$ cat src/rtl/sysid_check_master.sv
// Avalon-MM master that reads the system ID (addr 0) and timestamp (addr 1) words and compares them.
// Optional read-stall timeout is built when SYSID_CHECK_TIMEOUT_EN is defined.
module sysid_check_master #(
  parameter logic [31:0] EXPECTED_ID    = 32'h00000000,
  parameter logic [31:0] EXPECTED_TS    = 32'd1554196137,
  parameter int unsigned TIMEOUT_CYCLES = 255
) (
  input  logic        clock,
  input  logic        reset,
  input  logic        start,
  output logic        address,
  output logic        read,
  input  logic        waitrequest,
  input  logic [31:0] readdata,
  output logic        busy,
  output logic        done,
  output logic        pass,
  output logic        timeout,
  output logic [31:0] id_value,
  output logic [31:0] ts_value
);

  typedef enum logic [1:0] {IDLE, RD_ID, RD_TS, DONE} state_t;

  state_t      state_q, state_d;
  logic        read_q, read_d;
  logic        address_q, address_d;
  logic        busy_q, busy_d;
  logic        done_q, done_d;
  logic        pass_q, pass_d;
  logic        timeout_q, timeout_d;
  logic [31:0] id_value_q, id_value_d;
  logic [31:0] ts_value_q, ts_value_d;
  logic        accept;

`ifdef SYSID_CHECK_TIMEOUT_EN
  localparam logic [15:0] TIMEOUT_LIM = 16'(TIMEOUT_CYCLES);
  logic [15:0] wait_cnt_q, wait_cnt_d;
`endif

  // read_q is only ever high in RD_ID/RD_TS, so this is the Avalon accept.
  assign accept = read_q && !waitrequest;

  always_comb begin
    state_d    = state_q;
    read_d     = read_q;
    address_d  = address_q;
    done_d     = 1'b0;
    pass_d     = pass_q;
    timeout_d  = timeout_q;
    id_value_d = id_value_q;
    ts_value_d = ts_value_q;
`ifdef SYSID_CHECK_TIMEOUT_EN
    wait_cnt_d = wait_cnt_q;
`endif

    case (state_q)
      IDLE: begin
        read_d    = 1'b0;
        address_d = 1'b0;
        if (start) begin
          state_d    = RD_ID;
          read_d     = 1'b1;
          pass_d     = 1'b0;
          timeout_d  = 1'b0;
          id_value_d = '0;
          ts_value_d = '0;
`ifdef SYSID_CHECK_TIMEOUT_EN
          wait_cnt_d = '0;
`endif
        end
      end
      RD_ID: begin
        if (accept) begin
          id_value_d = readdata;
          address_d  = 1'b1;
          state_d    = RD_TS;
`ifdef SYSID_CHECK_TIMEOUT_EN
          wait_cnt_d = '0;
`endif
        end
      end
      RD_TS: begin
        if (accept) begin
          ts_value_d = readdata;
          read_d     = 1'b0;
          state_d    = DONE;
`ifdef SYSID_CHECK_TIMEOUT_EN
          wait_cnt_d = '0;
`endif
        end
      end
      DONE: begin
        read_d    = 1'b0;
        address_d = 1'b0;
        done_d    = 1'b1;
        pass_d    = !timeout_q && (id_value_q == EXPECTED_ID) && (ts_value_q == EXPECTED_TS);
        state_d   = IDLE;
      end
      default: begin
        state_d   = IDLE;
        read_d    = 1'b0;
        address_d = 1'b0;
      end
    endcase

`ifdef SYSID_CHECK_TIMEOUT_EN
    // Stall cycle: count it, and abandon the read once the limit is reached.
    if ((state_q == RD_ID || state_q == RD_TS) && read_q && waitrequest) begin
      wait_cnt_d = wait_cnt_q + 16'd1;
      if (wait_cnt_d == TIMEOUT_LIM) begin
        read_d    = 1'b0;
        timeout_d = 1'b1;
        state_d   = DONE;
      end
    end
`endif

    busy_d = (state_d != IDLE);
  end

  always_ff @(posedge clock or posedge reset) begin
    if (reset) begin
      state_q    <= IDLE;
      read_q     <= 1'b0;
      address_q  <= 1'b0;
      busy_q     <= 1'b0;
      done_q     <= 1'b0;
      pass_q     <= 1'b0;
      timeout_q  <= 1'b0;
      id_value_q <= '0;
      ts_value_q <= '0;
`ifdef SYSID_CHECK_TIMEOUT_EN
      wait_cnt_q <= '0;
`endif
    end else begin
      state_q    <= state_d;
      read_q     <= read_d;
      address_q  <= address_d;
      busy_q     <= busy_d;
      done_q     <= done_d;
      pass_q     <= pass_d;
      timeout_q  <= timeout_d;
      id_value_q <= id_value_d;
      ts_value_q <= ts_value_d;
`ifdef SYSID_CHECK_TIMEOUT_EN
      wait_cnt_q <= wait_cnt_d;
`endif
    end
  end

  assign read     = read_q;
  assign address  = address_q;
  assign busy     = busy_q;
  assign done     = done_q;
  assign pass     = pass_q;
  assign timeout  = timeout_q;
  assign id_value = id_value_q;
  assign ts_value = ts_value_q;

endmodule

$ cat config.mk
export PLATFORM = sky130hd
export DESIGN_NAME = sysid_check_master
export DESIGN_NICKNAME = d
export VERILOG_FILES = /design/src/rtl/sysid_check_master.sv
export SDC_FILE = /design/constraint.sdc
export NUM_CORES = 1
export LEC_CHECK = 0
export BUFFER_PORTS_ARGS = -buffer_cell sky130_fd_sc_hd__buf_2
export CORE_AREA = 3 3 86 88
export DETAILED_ROUTE_END_ITERATION = 6
export DIE_AREA = 0 0 89 91
export PLACE_DENSITY = 0.7
export SKIP_CTS_REPAIR_TIMING = 1
export SYNTH_ARGS = -nofsm -noshare
export SYNTH_HDL_FRONTEND = slang
export SYNTH_SLANG_ARGS = --single-unit
$ cat constraint.sdc
create_clock -name clock -period 3.5 [get_ports clock]
set_clock_uncertainty 0.05 [all_clocks]
set_input_delay 0.525 -clock clock [delete_from_list [all_inputs] [get_ports clock]]
set_output_delay 0.525 -clock clock [all_outputs]
set_load 0.005 [all_outputs]
# Yosys cells after proc, flatten, opt, wreduce, memory -nomap -nowiden
# Cells that the tools add are included.
# W data, S select, Z words.
[classes] n_mux=16 reduce_logical=17 n_eq_ne=7
[ops] operator="$pmux W32 S2" n=2
[ops] operator="$mux W32" n=2
[ops] operator="$eq A32 B31 Y1 const B" n=1
[ops] operator="$logic_not A32 Y1" n=1
[ops] operator="$reduce_bool A2 Y1" n=5
[ops] operator="$pmux W2 S4" n=1
[ops] operator="$mux W2" n=3
[ops] operator="$ne A2 B2 Y1 const B" n=3
[ops] operator="$reduce_and A2 Y1" n=3
[ops] operator="$reduce_and A3 Y1" n=2
[ops] operator="$mux W1" n=5
[ops] operator="$eq A2 B2 Y1 const B" n=2
[ops] operator="$pmux W1 S2" n=2
[ops] operator="$pmux W1 S3" n=1
[ops] operator="$reduce_bool A3 Y1" n=1
[ops] operator="$eq A2 B1 Y1 const B" n=1
[ops] operator="$logic_and A1 B1 Y1" n=2
[ops] operator="$logic_not A2 Y1" n=1
[ops] operator="$reduce_or A2 Y1" n=1
[ops] operator="$logic_not A1 Y1" n=1
[totals] ff_bits=71 elab_cells=48 inputBits=36 out_inout_bits=70

# Logic depth before layout (Yosys ltp)
# Gate-level depths: netlist of the first run.
[logic_depth] word_depth=5 depth_mapped=9

# Worst setup path after synthesis of the first run
# Ideal clock, no wire load.
[synth_path] path_kind="flip-flop to flip-flop" from="reg state_q[0]" to="reg pass_q (netlist: pass)" arrival_time_ns=1.770 setup_ns=0.066 path_stages_with_launch=8 path_slack_ns=1.614 required_time_ns=3.384 path_cell_list="dfrtp_1 -> inv_1 -> ha_1 -> buf_6 -> mux2i_1 -> or4_1 -> nor4_1 -> a22o_1"
[synth_via] elab_chain_len=3
[synth_rtl] item="from (decl)" line_no="25" rtl="state_t state_q, state_d;"
[synth_rtl] item="from (signal assigned)" line_no="137" rtl="state_q <= state_d;"
[synth_rtl] item="$eq A2 B2 Y1 or $logic_not A2 Y1 (tied branches)" line_no="57" rtl="case (state_q)"
[synth_rtl] item="$reduce_bool A2 Y1 (no line) or $ne A2 B2 Y1 (tied branches)"
[synth_rtl] item="$reduce_and A2 Y1 (no line)"
[synth_rtl] item="to (signal assigned)" line_no="142" rtl="pass_q <= pass_d;"
[synth_rtl] item="to (decl)" line_no="30" rtl="logic pass_q, pass_d;"
# Several ways; a longest one is shown, not always the timed one.
# A chain may end at the register's enable or synchronous reset.

# Worst setup path after layout of the first run
[layout_path] from="reg state_q[0]" to="reg id_value_q[6] (netlist: id_value[6])"
[layout_via] elab_chain_len=3
[layout_rtl] item="$eq A2 B1 Y1 or $logic_not A2 Y1 (tied branches)" line_no="57"
[layout_rtl] item="$ne A2 B2 Y1 (no line) or $reduce_bool A2 Y1 (tied branches)"
[layout_rtl] item="$reduce_and A3 Y1 (no line)"
[layout_rtl] item="to (signal assigned)" line_no="144" rtl="id_value_q <= id_value_d;"
[layout_rtl] item="to (decl)" line_no="32" rtl="logic [31:0] id_value_q, id_value_d;"
# Several ways; a longest one is shown, not always the timed one.

==> flow_summary.toml, run 1 <==
[outcome]
status = "finished, final reports clean"

[synthesis]
yosys-top-cells-count = "dfrtp_1 (71), nand2_1 (70), a22o_1 (33), o21ai_0 (33), clkbuf_1 (13)"
syn_inst = 281
post-synth-top-area-cell = "dfrtp_1"
netlist_top_cells_area = "dfrtp_1 (60%), a22o_1 (9.8%), nand2_1 (8.9%)"
synthMostInstantiatedCell = "dfrtp_1"
synth-edff-count = 0
ys_ff_latch = 71
synthFlopType = "dfrtp_1"
syn_avg_cell_area_um2 = 10.54
syn-cell-area_mm2 = 0.002963
yosysTopAreaCellShare_pct = 59.97
ys_seq_area_share_pct = 59.97
synth_nets = 322
yosysWarnings = 0
synth_cell_types = 31
async_reset_ff_share_pct = 100.0

[timing]
setup_viol = 0
finalSetupTns_ns = 0
fin_crit_ns = 2.447
tightest_slew_ns = 1.105
hold_violations = 0
relSlewSlack_pct = 25.98
fmax_mhz = 408.7
drv_slew = 0
rsz0062_at_grt = "false"
post-route-period-util_pct = 69.91
fin_hold_ws_ns = 0.1879
fin_ws_ns = 1.053

[place]
place.gp.congestion = 0.8281
place_ws_ns = 1.102
io_buffers = 104
dpl.hpwl_mm = 5.655

[route]
routed_wl_mm = 7.774
avgRoutedWirePerCell_um = 16.68
drt_iter0_drc = 161
drcViolationCount = 0
vias = 2492
postRouteAntennaNets = 0
dr.pass1.iters = 4
vias_per_cell = 5.348

[setup_path]
critPathKind = "register to register"
cp_slowest_stage_delay_ns = 0.91
crit_arrival_ns = 2.66
critical-path-slowest-cell = "o211ai_1"
cp_data_required_time_ns = 3.72
crit_chain = "inv_1 -> ha_1 -> o211ai_1 -> buf_4 -> a22o_1"
r2r_slack_ns = 1.05
cp.buffers_inverters = 2
worstReg2RegStart = "state_q[0]$_DFF_PP0_"
end_kind = "register"
worstPathMaxFanout = 20
startpoint_type = "register"
crit_family = "compound AO/OA/AOI/OAI gates"
reg2reg_depth = 5
r2r_end = "id_value[6]$_DFFE_PP0P_"

[clock_network]
htreeDepth = 3
cts_sinks = 71
cts_tree = "built"
cts_made_buffers = 9
cts_root_buf = "clkbuf_8"
clk_path_buf_depth = 2
path_clk_slew_ns = 0.08
clk_latency_ns = 0.34

[final_layout]
drive_gt1_share_pct = 33.16
final_nets = 422
syn_to_final_growth_pct = 26.65
diodes = 0

[floorplanning]
core_area_mm2 = 0.006719
ios = 106
die_h_um = 91
die_area_mm2 = 0.008099
start_util_pct = 44.10
die_w_um = 89
rows = 30

[run]
cap_violations = 0

[power]
p_leak_nw = 1.969
ir_drop_v = 0.0002897
power_mw = 3.243
powerDensity_mw_per_mm2 = 864.3

[global_route]
antenna_found_initial = 0
grt_max_degree = 65
grt_pass1_wl_mm = 12.23
grt_overflow = 0
grt_pass1_vias = 2320
grt_usage_pct = 19.88

[worst_hold_path]
min_path_type = "input port to async pin"
-- power breakdown --
| group | total, mW | internal (mW) | leakage (nW) | switching (mW) |
|---|---|---|---|---|
| clock network | 0.718 | 0.421 | 0.110 | 0.297 |
| registers | 1.36 | 1.11 | 0.969 | 0.243 |
| logic | 1.17 | 0.521 | 0.890 | 0.646 |
-- worst max-delay path by stage --
stage	startpoint	endpoint	slack (ns)	cells after the start
3_5_place_dp	state_q[0]$_DFF_PP0_	id_value[9]$_DFFE_PP0P_	1.10	5
6_report	state_q[0]$_DFF_PP0_	id_value[6]$_DFFE_PP0P_	1.05	5
5_1_grt	state_q[0]$_DFF_PP0_	ts_value[7]$_DFFE_PP0P_	0.84	4
2_1_floorplan	reset	address$_DFFE_PP0P_	1.13	1
4_1_cts	state_q[0]$_DFF_PP0_	id_value[6]$_DFFE_PP0P_	1.07	5
3_3_place_gp	state_q[0]$_DFF_PP0_	id_value[5]$_DFFE_PP0P_	1.15	5
-- worst register-to-register path: stages, from the launching register on --
cell	delay, ns
dfrtp_1	0.42
inv_1	0.10
ha_1	0.31
o211ai_1	0.91
buf_4	0.41
a22o_1	0.19
-- flip-flops by register name (all words and copies together), names as in the netlist --
register / flops
address: 1
busy: 1
done: 1
id_value: 32
pass: 1
read: 1
state_q: 2
ts_value: 32
-- placed cells by master, fill, tap and decap left out, drive strengths merged, types with 2 or more instances in the layout --
cell type  count
buf          109
bufinv         2
inv            5
nand2         70
nand4          4
mux2i          2
and4b          2
dfrtp         71
clkbuf        11
nor3           3
a21oi          2
o21bai         2
a22o          33
o21ai         33
nor4           7
ha             5
nor4b          4
clkinv         2
nor2           6
-- stage by stage --
step	std cells	util [%]	area, µm²
2_1_floorplan	281	-	2963
5_1_grt	466	55.85	3752
3_3_place_gp	450	52.53	3530
6_report	466	55.85	3752
3_5_place_dp	450	52.53	3530
4_1_cts	466	55.85	3752
-- cells by family (layout without fill, tap and decap cells) --
kind of cell	Yosys count	count (layout)	synth area share (%)
muxes	3	3	1.056
other	1	1	0.1266
adders and majority gates	5	5	2.111
buffers and inverters	25	130	3.759
DFF	71	71	59.97
and+or+nand+nor	101	101	15.37
AOI/OAI and AO/OA	75	75	17.61
-- routing by layer --
metal	global-route usage, %	vias up	wire (µm)
li1	-	1189	-
met1	28.56	1208	3429
met2	29.02	81	3705
met3	3.993	14	493
met4	8.561	0	145
met5	0	-	0
-- area by class of cell --
cell class	count	area (µm²)
multi-input combinational	185	1076
inverter	5	18.77
clock buffer	11	141.4
tap	80	100.1
clock inverter	5	81.33
fill	611	2967
sequential	71	1777
timing repair buffer	109	558.0
No activity file was read; power rests on OpenSTA's default activity.
==> inputs of run 2 (changes only) <==
==> constraint.sdc (replaced) <==
create_clock -name clock -period 2.4 [get_ports clock]
set_clock_uncertainty 0.05 [all_clocks]
set_input_delay 0.36 -clock clock [delete_from_list [all_inputs] [get_ports clock]]
set_output_delay 0.36 -clock clock [all_outputs]
set_load 0.005 [all_outputs]
==> run 2 against run 1 <==
Clock power is 66% higher. Largest cell class unchanged. Die area stayed put. Worst setup slack worse by 0.69 ns. Clock-buffer cell count is 1 lower. Combinational power is 50% higher. Final cell count is 0.43% higher. Maximum frequency is 20% higher. Sequential share of layout area is 1.0 points lower. Final area is 2.2% higher.
==> flow_summary.toml, run 2 (synthesis results as in run 1) <==
[floorplanning]
die_area_mm2 = 0.008099
die_h_um = 91
rows = 30
start_util_pct = 44.10
ios = 106
core_area_mm2 = 0.006719
die_w_um = 89

[timing]
fin_crit_ns = 2.037
drv_slew = 0
tightest_slew_ns = 0.5419
finalSetupTns_ns = 0
fin_ws_ns = 0.3632
post-route-period-util_pct = 84.87
setup_viol = 0
hold_violations = 0
fmax_mhz = 491.0
rsz0062_at_grt = "false"
relSlewSlack_pct = 63.87

[route]
vias_per_cell = 5.314
routed_wl_mm = 7.862
avgRoutedWirePerCell_um = 16.80
vias = 2487
dr.pass1.iters = 5
drcViolationCount = 0
postRouteAntennaNets = 0
drt_iter0_drc = 135

[final_layout]
final_nets = 424
stdcell_count = 468
drive_gt1_share_pct = 33.76
diodes = 0
mostFrequentLayoutCells = "buf_2 (104), dfrtp_1 (71), nand2_1 (70)"
final_common_cell = "buf_2"
fill_cells = 602
syn_to_final_growth_pct = 29.43

[power]
ir_drop_v = 0.0005976
power_frac_seq_pct = 40.3
p_int_mw = 3.166
pwr-share-clk_pct = 24.1
pwr-share-comb_pct = 35.6
p_leak_nw = 2.005
switching_share_pct = 35.82
powerDensity_mw_per_mm2 = 1286
switchingPower_mw = 1.767

[clock_network]
clk_latency_ns = 0.34
clk_path_buf_depth = 2
htreeDepth = 3
cts_root_buf = "clkbuf_8"
cts_tree = "built"
cts_sinks = 71
cts_made_buffers = 9
path_clk_slew_ns = 0.08

[setup_path]
startpoint_type = "register"
critical-path-slowest-cell = "or4_1"
path_depth = 6
crit_start = "state_q[0]$_DFF_PP0_"
r2r_end = "pass$_DFFE_PP0P_"
cp.buffers_inverters = 1
r2r_slack_ns = 0.36
critPathKind = "register to register"
crit_arrival_ns = 2.27
cp_data_required_time_ns = 2.64
end_kind = "register"
cp_slowest_stage_delay_ns = 0.49
endpoint = "pass$_DFFE_PP0P_"
crit_chain = "inv_1 -> ha_1 -> mux2i_1 -> or4_1 -> nor4_1 -> a22o_1"
worstReg2RegStart = "state_q[0]$_DFF_PP0_"
worstPathMaxFanout = 8
crit_family = "simple AND/OR/NAND/NOR gates"
reg2reg_depth = 6

[place]
dpl.hpwl_mm = 5.601
place.gp.congestion = 0.9205
place_ws_ns = 0.3877
dp.cells = 452
io_buffers = 104

[global_route]
grt_usage_pct = 19.87
grtUsageMet3_pct = 3.358
grt_max_degree = 72
grt_pass1_vias = 2441
grt_pass1_wl_mm = 12.54
global_route.usage.met2_pct = 31.06
grt_overflow = 0
antenna_found_initial = 0
use_met1_pct = 27.75
grt_busiest_layer = "met2"

[run]
cap_violations = 0

[outcome]
status = "finished, final reports clean"

[worst_hold_path]
min_path_type = "input port to async pin"
## run 2: changes by cell type in the layout (fill, tap and decap cells not counted), sizes merged
cell,previous run,this run
inv,5,6
clkbuf,11,10
clkinv,2,1
bufinv,2,3
buf,109,111
## run 2: worst min-delay path by stage
stage | from | end | slack (ns) | cells past startpoint
final | reset | ts_value[3]$_DFFE_PP0P_ | 0.03 | 3
after global routing | reset | ts_value[3]$_DFFE_PP0P_ | 0.06 | 3
after CTS | reset | ts_value[3]$_DFFE_PP0P_ | 0.05 | 3
after detailed placement | reset | ts_value[3]$_DFFE_PP0P_ | 0.42 | 3
after global placement | reset | ts_value[3]$_DFFE_PP0P_ | 0.42 | 3
after floorplan | start | state_q[1]$_DFF_PP0_ | 0.43 | 1
## run 2: cell type report
cell class                 count  area (µm²)  share of cell area, %
timing repair buffer         111       610.6                  15.92
clock buffer                  10       137.6                  3.589
multi-input combinational    185        1076                  28.06
clock inverter                 6       115.1                  3.002
inverter                       5       18.77                 0.4894
tap                           80       100.1                  2.610
sequential                    71        1777                  46.33
## run 2: worst reg2reg max path: stages (launching register included)
cell and delay, ns:
dfrtp_1 0.44, inv_1 0.12, ha_1 0.32, mux2i_1 0.14, or4_1 0.49, nor4_1 0.28
a22o_1 0.15
## run 2: power by group through the flow
stage	registers [mW]	logic [mW]	clock network (mW)
2_1_floorplan	1.98	0.977	0
3_3_place_gp	2.00	1.73	0
3_5_place_dp	2.01	1.78	0
4_1_cts	1.99	1.79	1.20
5_1_grt	2.05	1.98	1.24
6_report	1.99	1.76	1.19
## run 2: metal layers
layer | part of all wire (%) | vias up
met3 | 4.9 | 10
met5 | 0 | -
met4 | 1.5 | 0
met2 | 47 | 79
met1 | 46 | 1205
li1 | - | 1193
## run 2: metrics by stage
| step | total power [mW] | util [%] | cell area [µm²] | hold WS (ns) |
|---|---|---|---|---|
| global placement | 3.729 | 53.31 | 3582 | 0.4166 |
| finish | 4.933 | 57.08 | 3835 | 0.03031 |
| detailed placement | 3.786 | 53.31 | 3582 | 0.4182 |
| global route | 5.273 | 57.08 | 3835 | 0.05787 |
| floorplan | 2.952 | - | 2963 | 0.4299 |
| CTS | 4.979 | 57.08 | 3835 | 0.04620 |
